File: src/rtl/mul_arb_pkg.sv
// mul_arb_pkg: shared types, widths and helpers for the shared-multiplier arbiter.
//   OP_W    operand width fed to the multiplier
//   RES_W   product width returned to requesters
//   state_e controller states
//   clog2   index width helper (returns 0 for v <= 1)
package mul_arb_pkg;

  localparam int unsigned OP_W  = 8;
  localparam int unsigned RES_W = 16;

  typedef enum logic [1:0] {
    IDLE = 2'd0,
    CALC = 2'd1,
    RESP = 2'd2
  } state_e;

  function automatic int unsigned clog2(input int unsigned v);
    int unsigned r;
    r = 0;
    while ((32'd1 << r) < v) r = r + 1;
    return r;
  endfunction

endpackage

File: src/rtl/mul_rr_pick.sv
// mul_rr_pick: combinational round-robin picker.
//   req_i   request vector, one bit per requester
//   ptr_i   index of the last winner; search starts at ptr_i+1 (mod NREQ)
//   gnt_c   one-hot grant (zero when no request)
//   idx_c   index of the winner (zero when no request)
//   any_c   at least one request present
module mul_rr_pick #(
  parameter int unsigned NREQ = 4,
  parameter int unsigned ID_W = 2
) (
  input  logic [NREQ-1:0] req_i,
  input  logic [ID_W-1:0] ptr_i,
  output logic [NREQ-1:0] gnt_c,
  output logic [ID_W-1:0] idx_c,
  output logic            any_c
);

  // Walk NREQ positions starting just after the pointer; first hit wins.
  always_comb begin
    int unsigned pos;
    logic [ID_W-1:0] cand;
    pos   = 0;
    cand  = '0;
    gnt_c = '0;
    idx_c = '0;
    any_c = 1'b0;
    for (int unsigned off = 1; off <= NREQ; off++) begin
      pos  = (32'(ptr_i) + off) % NREQ;
      cand = ID_W'(pos);
      if (!any_c && req_i[cand]) begin
        any_c = 1'b1;
        idx_c = cand;
      end
    end
    if (any_c) gnt_c[idx_c] = 1'b1;
  end

endmodule

File: src/rtl/multiplier.sv
// multiplier: existing unsigned 8x8 -> 16 combinational multiplier datapath.
//   A, B    8-bit operands
//   result  16-bit unsigned product
module multiplier (
  input  logic [7:0]  A,
  input  logic [7:0]  B,
  output logic [15:0] result
);

  assign result = 16'(A) * 16'(B);

endmodule

File: src/rtl/mul_arbiter.sv
// mul_arbiter: shares one 8x8 multiplier among NREQ requesters, round-robin.
//   clk, rst_n  clock, async active-low reset
//   req_valid   per-requester request valid
//   req_ready   per-requester accept (combinational, one-hot or zero, IDLE only)
//   req_a/req_b packed 8-bit operands, requester i at [8i+7:8i]
//   rsp_valid   response valid (held until rsp_ready)
//   rsp_ready   response consumer ready
//   rsp_id      index of the requester served
//   rsp_result  16-bit product from the multiplier
//   busy        high whenever the controller is not IDLE
module mul_arbiter
  import mul_arb_pkg::*;
#(
  parameter  int unsigned NREQ = 4,
  parameter  int unsigned LAT  = 1,
  localparam int unsigned ID_W = clog2(NREQ)
) (
  input  logic                 clk,
  input  logic                 rst_n,
  input  logic [NREQ-1:0]      req_valid,
  output logic [NREQ-1:0]      req_ready,
  input  logic [OP_W*NREQ-1:0] req_a,
  input  logic [OP_W*NREQ-1:0] req_b,
  output logic                 rsp_valid,
  input  logic                 rsp_ready,
  output logic [ID_W-1:0]      rsp_id,
  output logic [RES_W-1:0]     rsp_result,
  output logic                 busy
);

  localparam int unsigned CNT_W = (clog2(LAT + 1) < 1) ? 1 : clog2(LAT + 1);

  state_e             state_q, state_d;
  logic [ID_W-1:0]    ptr_q, ptr_d;
  logic [CNT_W-1:0]   cnt_q, cnt_d;
  logic [OP_W-1:0]    op_a_q, op_a_d;
  logic [OP_W-1:0]    op_b_q, op_b_d;
  logic [ID_W-1:0]    rsp_id_q, rsp_id_d;
  logic [RES_W-1:0]   rsp_result_q, rsp_result_d;
  logic               rsp_valid_q, rsp_valid_d;
  logic               busy_q, busy_d;

  logic [NREQ-1:0]    pick_gnt_c;
  logic [ID_W-1:0]    pick_idx_c;
  logic               pick_any_c;
  logic [RES_W-1:0]   mul_res_c;

  mul_rr_pick #(
    .NREQ (NREQ),
    .ID_W (ID_W)
  ) u_pick (
    .req_i (req_valid),
    .ptr_i (ptr_q),
    .gnt_c (pick_gnt_c),
    .idx_c (pick_idx_c),
    .any_c (pick_any_c)
  );

  // Multiplier sees only the operand registers, so its inputs stay stable in CALC.
  multiplier u_mul (
    .A      (op_a_q),
    .B      (op_b_q),
    .result (mul_res_c)
  );

  // Next-state, datapath capture and the combinational accept.
  always_comb begin
    state_d      = state_q;
    ptr_d        = ptr_q;
    cnt_d        = cnt_q;
    op_a_d       = op_a_q;
    op_b_d       = op_b_q;
    rsp_id_d     = rsp_id_q;
    rsp_result_d = rsp_result_q;
    req_ready    = '0;

    unique case (state_q)
      IDLE: begin
        if (pick_any_c) begin
          // rst_n gating keeps req_ready low throughout reset.
          req_ready = rst_n ? pick_gnt_c : '0;
          op_a_d    = req_a[OP_W*int'(pick_idx_c) +: OP_W];
          op_b_d    = req_b[OP_W*int'(pick_idx_c) +: OP_W];
          rsp_id_d  = pick_idx_c;
          ptr_d     = pick_idx_c;
          cnt_d     = '0;
          state_d   = CALC;
        end
      end
      CALC: begin
        if (cnt_q == CNT_W'(LAT - 1)) begin
          rsp_result_d = mul_res_c;
          cnt_d        = '0;
          state_d      = RESP;
        end else begin
          cnt_d = cnt_q + 1'b1;
        end
      end
      RESP: begin
        if (rsp_ready) state_d = IDLE;
      end
      default: state_d = IDLE;
    endcase

    rsp_valid_d = (state_d == RESP);
    busy_d      = (state_d != IDLE);
  end

  // State and datapath registers.
  always_ff @(posedge clk or negedge rst_n) begin
    if (!rst_n) begin
      state_q      <= IDLE;
      ptr_q        <= ID_W'(NREQ - 1);
      cnt_q        <= '0;
      op_a_q       <= '0;
      op_b_q       <= '0;
      rsp_id_q     <= '0;
      rsp_result_q <= '0;
      rsp_valid_q  <= 1'b0;
      busy_q       <= 1'b0;
    end else begin
      state_q      <= state_d;
      ptr_q        <= ptr_d;
      cnt_q        <= cnt_d;
      op_a_q       <= op_a_d;
      op_b_q       <= op_b_d;
      rsp_id_q     <= rsp_id_d;
      rsp_result_q <= rsp_result_d;
      rsp_valid_q  <= rsp_valid_d;
      busy_q       <= busy_d;
    end
  end

  assign rsp_valid  = rsp_valid_q;
  assign rsp_id     = rsp_id_q;
  assign rsp_result = rsp_result_q;
  assign busy       = busy_q;

endmodule

File: config.mk
export PLATFORM = sky130hd
export DESIGN_NAME = mul_arbiter
export DESIGN_NICKNAME = d
export VERILOG_FILES = /design/src/rtl/mul_arb_pkg.sv /design/src/rtl/mul_rr_pick.sv /design/src/rtl/multiplier.sv /design/src/rtl/mul_arbiter.sv
export SDC_FILE = /design/constraint.sdc
export NUM_CORES = 1
export LEC_CHECK = 0
export CORE_AREA = 2 2 86 88
export CTS_BUF_LIST = sky130_fd_sc_hd__clkbuf_16
export CTS_CLUSTER_SIZE = 40
export DETAILED_ROUTE_END_ITERATION = 12
export DIE_AREA = 0 0 88 90
export DONT_BUFFER_PORTS = 1
export GPL_TIMING_DRIVEN = 0
export HOLD_SLACK_MARGIN = 0.02
export PLACE_DENSITY = 0.74
export SYNTH_ARGS = -nofsm -noshare
export SYNTH_HDL_FRONTEND = slang
export SYNTH_SLANG_ARGS = --single-unit
File: constraint.sdc
create_clock -name clk -period 5.54 [get_ports clk]
set_input_delay 0.554 -clock clk [delete_from_list [all_inputs] [get_ports clk]]
set_output_delay 0.554 -clock clk [all_outputs]
set_load 0.01 [all_outputs]
==> results of run 1 <==
## layout make-up
class / instances / area share (%)
well taps: 99 / 2.81
clock buffers: 5 / 2.84
inverters: 52 / 4.43
repair buffers: 1 / 0.454
clock inverters: 3 / 0.965
plain buffers: 12 / 1.45
multi-input cells: 293 / 64.3
flip-flops and latches: 40 / 22.8
## timing repair
action                                 in CTS  in global routing
endpoints found under the hold margin      38                  0
gates resized for setup                     0                  0
buffers inserted                            0                  0
hold buffers                                1                  0
## cell families after synthesis
logic type / count (synthesis) / synth area share [%]
adder cells (fa/ha/maj): 72 / 28.6
multiplexers: 33 / 14.2
flip-flops: 40 / 24.5
buffers and inverters: 64 / 6.32
AND/OR/NAND/NOR: 130 / 16.7
AO/OA/AOI/OAI: 54 / 8.92
XOR/XNOR: 4 / 0.855
## synthesized netlist by cell type (4+ instances only)
library cell	instances
dfrtp_1	38
o21a_1	4
nand3_1	7
fa_1	36
ha_1	36
a211oi_1	5
mux2_2	10
mux4_2	14
o21ai_0	13
and2_1	50
mux2_4	6
nor3_1	7
clkbuf_1	7
inv_1	52
nand2_1	44
nor2_1	6
a21oi_1	9
a21o_1	7
## critical path, cell delays in order (launching register included)
cell and delay [ns]:
dfrtp_1 0.49, and2_1 0.23, fa_1 0.56, fa_1 0.46, fa_1 0.56, inv_1 0.06
fa_1 0.52, inv_1 0.04, ha_1 0.33, o21ai_0 0.32, o21ba_2 0.25, o21ai_0 0.14
or3b_2 0.45
## layout by cell type, fill, tap and decap left out, types with 4 or more instances in the layout
master / n
clkbuf_16: 5
and2_1: 50
ha_1: 36
nor2_1: 6
nand2_1: 44
mux2_2: 10
o21a_1: 4
a21o_1: 7
o21ai_0: 13
a211oi_1: 5
inv_1: 52
mux2_4: 6
nor3_1: 7
dfrtp_1: 38
clkbuf_1: 7
nand3_1: 7
fa_1: 36
mux4_2: 14
a21oi_1: 9
## path summary, 6_finish.rpt
| check | startpoint | endpoint |
|---|---|---|
| max | op_a_q[4] | rsp_result[13] |
| min | rst_n | ptr_q[0] |
| max reg2reg | op_a_q[4] | rsp_result[13] |
| min reg2reg | ptr_q[0] | ptr_q[0] |
| max in group asynchronous | rst_n | op_b_q[5] |
| min in group clk | rsp_ready | state_q[1] |
## flip-flops by register name, indices dropped and copies added (netlist names)
signal / flops
ptr_q: 2
rsp_result: 16
rsp_valid: 1
busy: 1
state_q: 2
op_a_q: 8
rsp_id: 2
op_b_q: 8
## through the flow
| stage | setup slack, ns | hold WS [ns] | instance area [sq um] |
|---|---|---|---|
| after floorplan | 1.34 | 0.258 | 4100 |
| after global placement | 1.09 | 0.260 | 4220 |
| after detailed placement | 1.04 | 0.259 | 4220 |
| after CTS | 0.999 | 0.104 | 4410 |
| after global routing | 0.810 | 0.100 | 4410 |
| final | 0.992 | 0.104 | 4410 |
## per-layer routing
layer  global-route usage [%]  vias to the layer above
met1                     30.4                     1522
met5                        0                        -
met4                     6.54                        0
met2                     40.3                       78
met3                     3.86                       14
li1                         -                     1368
==> flow_summary.toml, run 1 <==
[synth]
syn_area_sq_um = 4100
ys_warn_count = 0
async_flop_share_pct = 100
synth.area.top_cells = "dfrtp_1 (23%), fa_1 (18%), ha_1 (11%)"
ys_seq_area_share_pct = 24.5
yosysTopAreaCell = "dfrtp_1"
synth_area_per_cell_sq_um = 10.3
synth_top_flop_cell = "dfrtp_1"
synth.distinct_cells = 48
synth_top_area_share_pct = 23.2
syn_inst = 397
syn_nets = 540
ys_ff_latch = 40
synth_edf_count = 0

[floorplanning]
die_w_microns = 88
chipHeight_microns = 90
dieArea_sq_um = 7920
io_pins = 95
start_util_pct = 58.4
rows = 31
core_sq_um = 7020

[route]
dr_total_vias = 2982
drtIter0Drc = 138
drt_pre_antenna_iters = 4
ant_nets = 0
routed.top_layer = "met4"
wl_met2_microns = 4660
via_per_inst = 5.90
routed_wl_microns = 8680
wl_per_cell_microns = 17.2
post-route-drc-count = 0
wl_met3_microns = 376
met1_length_microns = 3480

[clock_network]
clkTransAtPathRegs_ns = 0.06
root_buffer = "clkbuf_16"
cts_buffers = 5
clk_latency_ns = 0.29
cts.path.max_buffers = 2
htree_levels = 2
cts_sinks = 40
cts_tree = "built"

[setup_path]
start_kind = "flip-flop"
worstPathRequired_ns = 5.70
critPathMaxFanout = 9
critPathKind = "flip-flop to flip-flop"
end_kind = "flip-flop"
ff2ff_setup_slack_ns = 0.99
critPathArrivalTime_ns = 4.71
reg2reg_depth = 12

[timing]
fmax_mhz = 220
finalHoldViolCount = 0
setup_viol = 0
clock_skew_ns = 0.00507
tightestPinTransition_ns = 0.526
report.final.slew_viol_count = 0
max_slew_margin_pct = 64.9
fin_crit_ns = 4.55
fin_crit_sh_pct = 82.1
grt_setup_unrepaired = "no"
final.setup.tns_ns = 0

[final_layout]
drive_gt1_share_pct = 12.3
fill_cells = 586
final_nets = 548
finalNonFillerCells = 505
antenna_cells = 0
multi_input_area_sq_um = 2840
regArea_sq_um = 1000
utilization_pct = 62.8
area_growth_pct = 7.60

[global_routing]
grt_pass1_wl_microns = 14600
grt.overflow.total = 0
grt_start_max_net_pins = 39
antenna_found_initial = 0
grt.total_usage_pct = 23.5
grt_pass1_vias = 3086

[place]
numPortBuffers = 0
place_hpwl_microns = 6830
dp.cells = 496
gp_congestion = 0.855

[run_status]
run_status = "finished clean"

[min_path]
hold_class = "input pin to async pin"

[job]
drv_cap = 0
Power of run 1 is not shown: default switching activity piles up to over one toggle a cycle in this logic, so the estimate is an artifact.
==> run 2, diff against run 1 <==
==> constraint.sdc (replaced) <==
create_clock -name clk -period 4.41 [get_ports clk]
set_input_delay 0.441 -clock clk [delete_from_list [all_inputs] [get_ports clk]]
set_output_delay 0.441 -clock clk [all_outputs]
set_load 0.01 [all_outputs]
==> flow_summary.toml, run 2 (synthesis gave the netlist of run 1 again) <==
[floorplanning]
dieArea_sq_um = 7920
io_pins = 95
die_w_microns = 88
chipHeight_microns = 90
rows = 31
core_sq_um = 7020
start_util_pct = 58.4

[setup_path]
end_kind = "flip-flop"
critical_path.startpoint = "op_a_q[4]"
ff2ff_setup_slack_ns = 0.12
worstReg2RegStart = "op_a_q[4]"
endpoint = "rsp_result[13]"
critPathKind = "flip-flop to flip-flop"
regToRegEndpoint = "rsp_result[13]"
reg2reg_depth = 12
worstPathRequired_ns = 4.57
start_kind = "flip-flop"
critPathArrivalTime_ns = 4.44
critPathMaxFanout = 6

[global_routing]
grt_pass1_wl_microns = 14700
grt.total_usage_pct = 23.7
grt_pass1_vias = 3122
grt.overflow.total = 0
antenna_found_initial = 0
grt_start_max_net_pins = 41

[job]
drv_cap = 0

[final_layout]
utilization_pct = 65.0
area_growth_pct = 11.4
largest_register_ffs = 16
layout_commonest_cell = "inv_1"
regArea_sq_um = 1020
finalInstanceArea_sq_um = 4560
antenna_cells = 0
final_nets = 560
fill_cells = 566
drive_gt1_share_pct = 19.6
finalNonFillerCells = 517
layout_common_cells = "inv_1 (51), and2_1 (50), nand2_1 (44), fa_1 (35), ha_1 (32)"
multi_input_area_sq_um = 2880

[place]
gp_congestion = 0.855
dp.cells = 496
numPortBuffers = 0
placed_area_sq_um = 4220
place_hpwl_microns = 6830

[timing]
final.setup.tns_ns = 0
fin_crit_ns = 4.29
fmax_mhz = 233
max_slew_margin_pct = 65.1
setup_viol = 0
grt_setup_unrepaired = "yes"
clock_skew_ns = 0.00622
finalHoldViolCount = 0
report.final.slew_viol_count = 0
fin_crit_sh_pct = 97.2
tightestPinTransition_ns = 0.523

[run_status]
run_status = "finished clean"

[min_path]
worstHoldStart = "rsp_ready"
hold_class = "input pin to flip-flop"

[route]
drtIter0Drc = 106
via_per_inst = 5.81
post-route-drc-count = 0
drt_pre_antenna_iters = 4
routed_wl_microns = 8830
dr_total_vias = 3003
wl_per_cell_microns = 17.1
ant_nets = 0

[clock_network]
cts_buffers = 5
root_buffer = "clkbuf_16"
cts_sinks = 40
clkTransAtPathRegs_ns = 0.06
cts.path.max_buffers = 2
htree_levels = 2
clk_latency_ns = 0.29
cts_tree = "built"
-- run 2: changes by cell type in the layout (fill, tap and decap cells not counted), sizes merged --
cell / delta
buf: +11
dlygate4sd3: +1
-- run 2: repair_timing --
item                       CTS  global route
setup endpoints to repair    2             2
hold buffers                 2             0
gates resized for setup     11            12
hold endpoints to repair    40             0
setup buffers                7             5
pin swaps                    2             3
-- run 2: stage by stage --
step,setup WS [ns],hold WS [ns]
after floorplan,0.206,0.145
after global placement,-0.0377,0.147
after detailed placement,-0.0861,0.146
after CTS,0.0119,0.363
after global routing,-0.0128,0.390
final,0.123,0.361
-- run 2: worst min path at each step --
stage | to | slack (ns) | cells after the start
3_5_place_dp | rsp_result[13] | 0.15 | 0
4_1_cts | state_q[1] | 0.36 | 3
5_1_grt | rsp_valid | 0.39 | 3
6_report | state_q[1] | 0.36 | 3
3_3_place_gp | rsp_result[14] | 0.15 | 0
2_1_floorplan | busy | 0.15 | 0
-- run 2: layer usage --
| metal | global-route usage (%) | up-vias | part of all wire [%] | wire [microns] |
|---|---|---|---|---|
| met4 | 7.44 | 0 | 2.1 | 188 |
| met5 | 0 | - | 0 | 0 |
| li1 | - | 1391 | - | - |
| met3 | 3.86 | 13 | 3.9 | 345 |
| met2 | 40.9 | 71 | 54 | 4730 |
| met1 | 30.2 | 1528 | 40 | 3560 |
-- run 2: worst max-delay path, cell delays in order (launching register included) --
cell	delay [ns]
dfrtp_2	0.45
and2_1	0.20
fa_1	0.56
fa_1	0.46
fa_1	0.56
inv_1	0.06
fa_1	0.52
inv_1	0.04
ha_2	0.21
or2_2	0.29
o21ba_4	0.24
o21ai_1	0.11
or3b_2	0.45
-- run 2: layout make-up --
class                      count  area share (%)
multi-input combinational    293            63.1
sequential                    40            22.3
inverter                      52            4.28
clock buffer                   5            2.74
tap                           99            2.71
timing repair buffer          14            2.58
buffer                        11            1.32
clock inverter                 3           0.932
Power of run 2 is left out for the same reason.
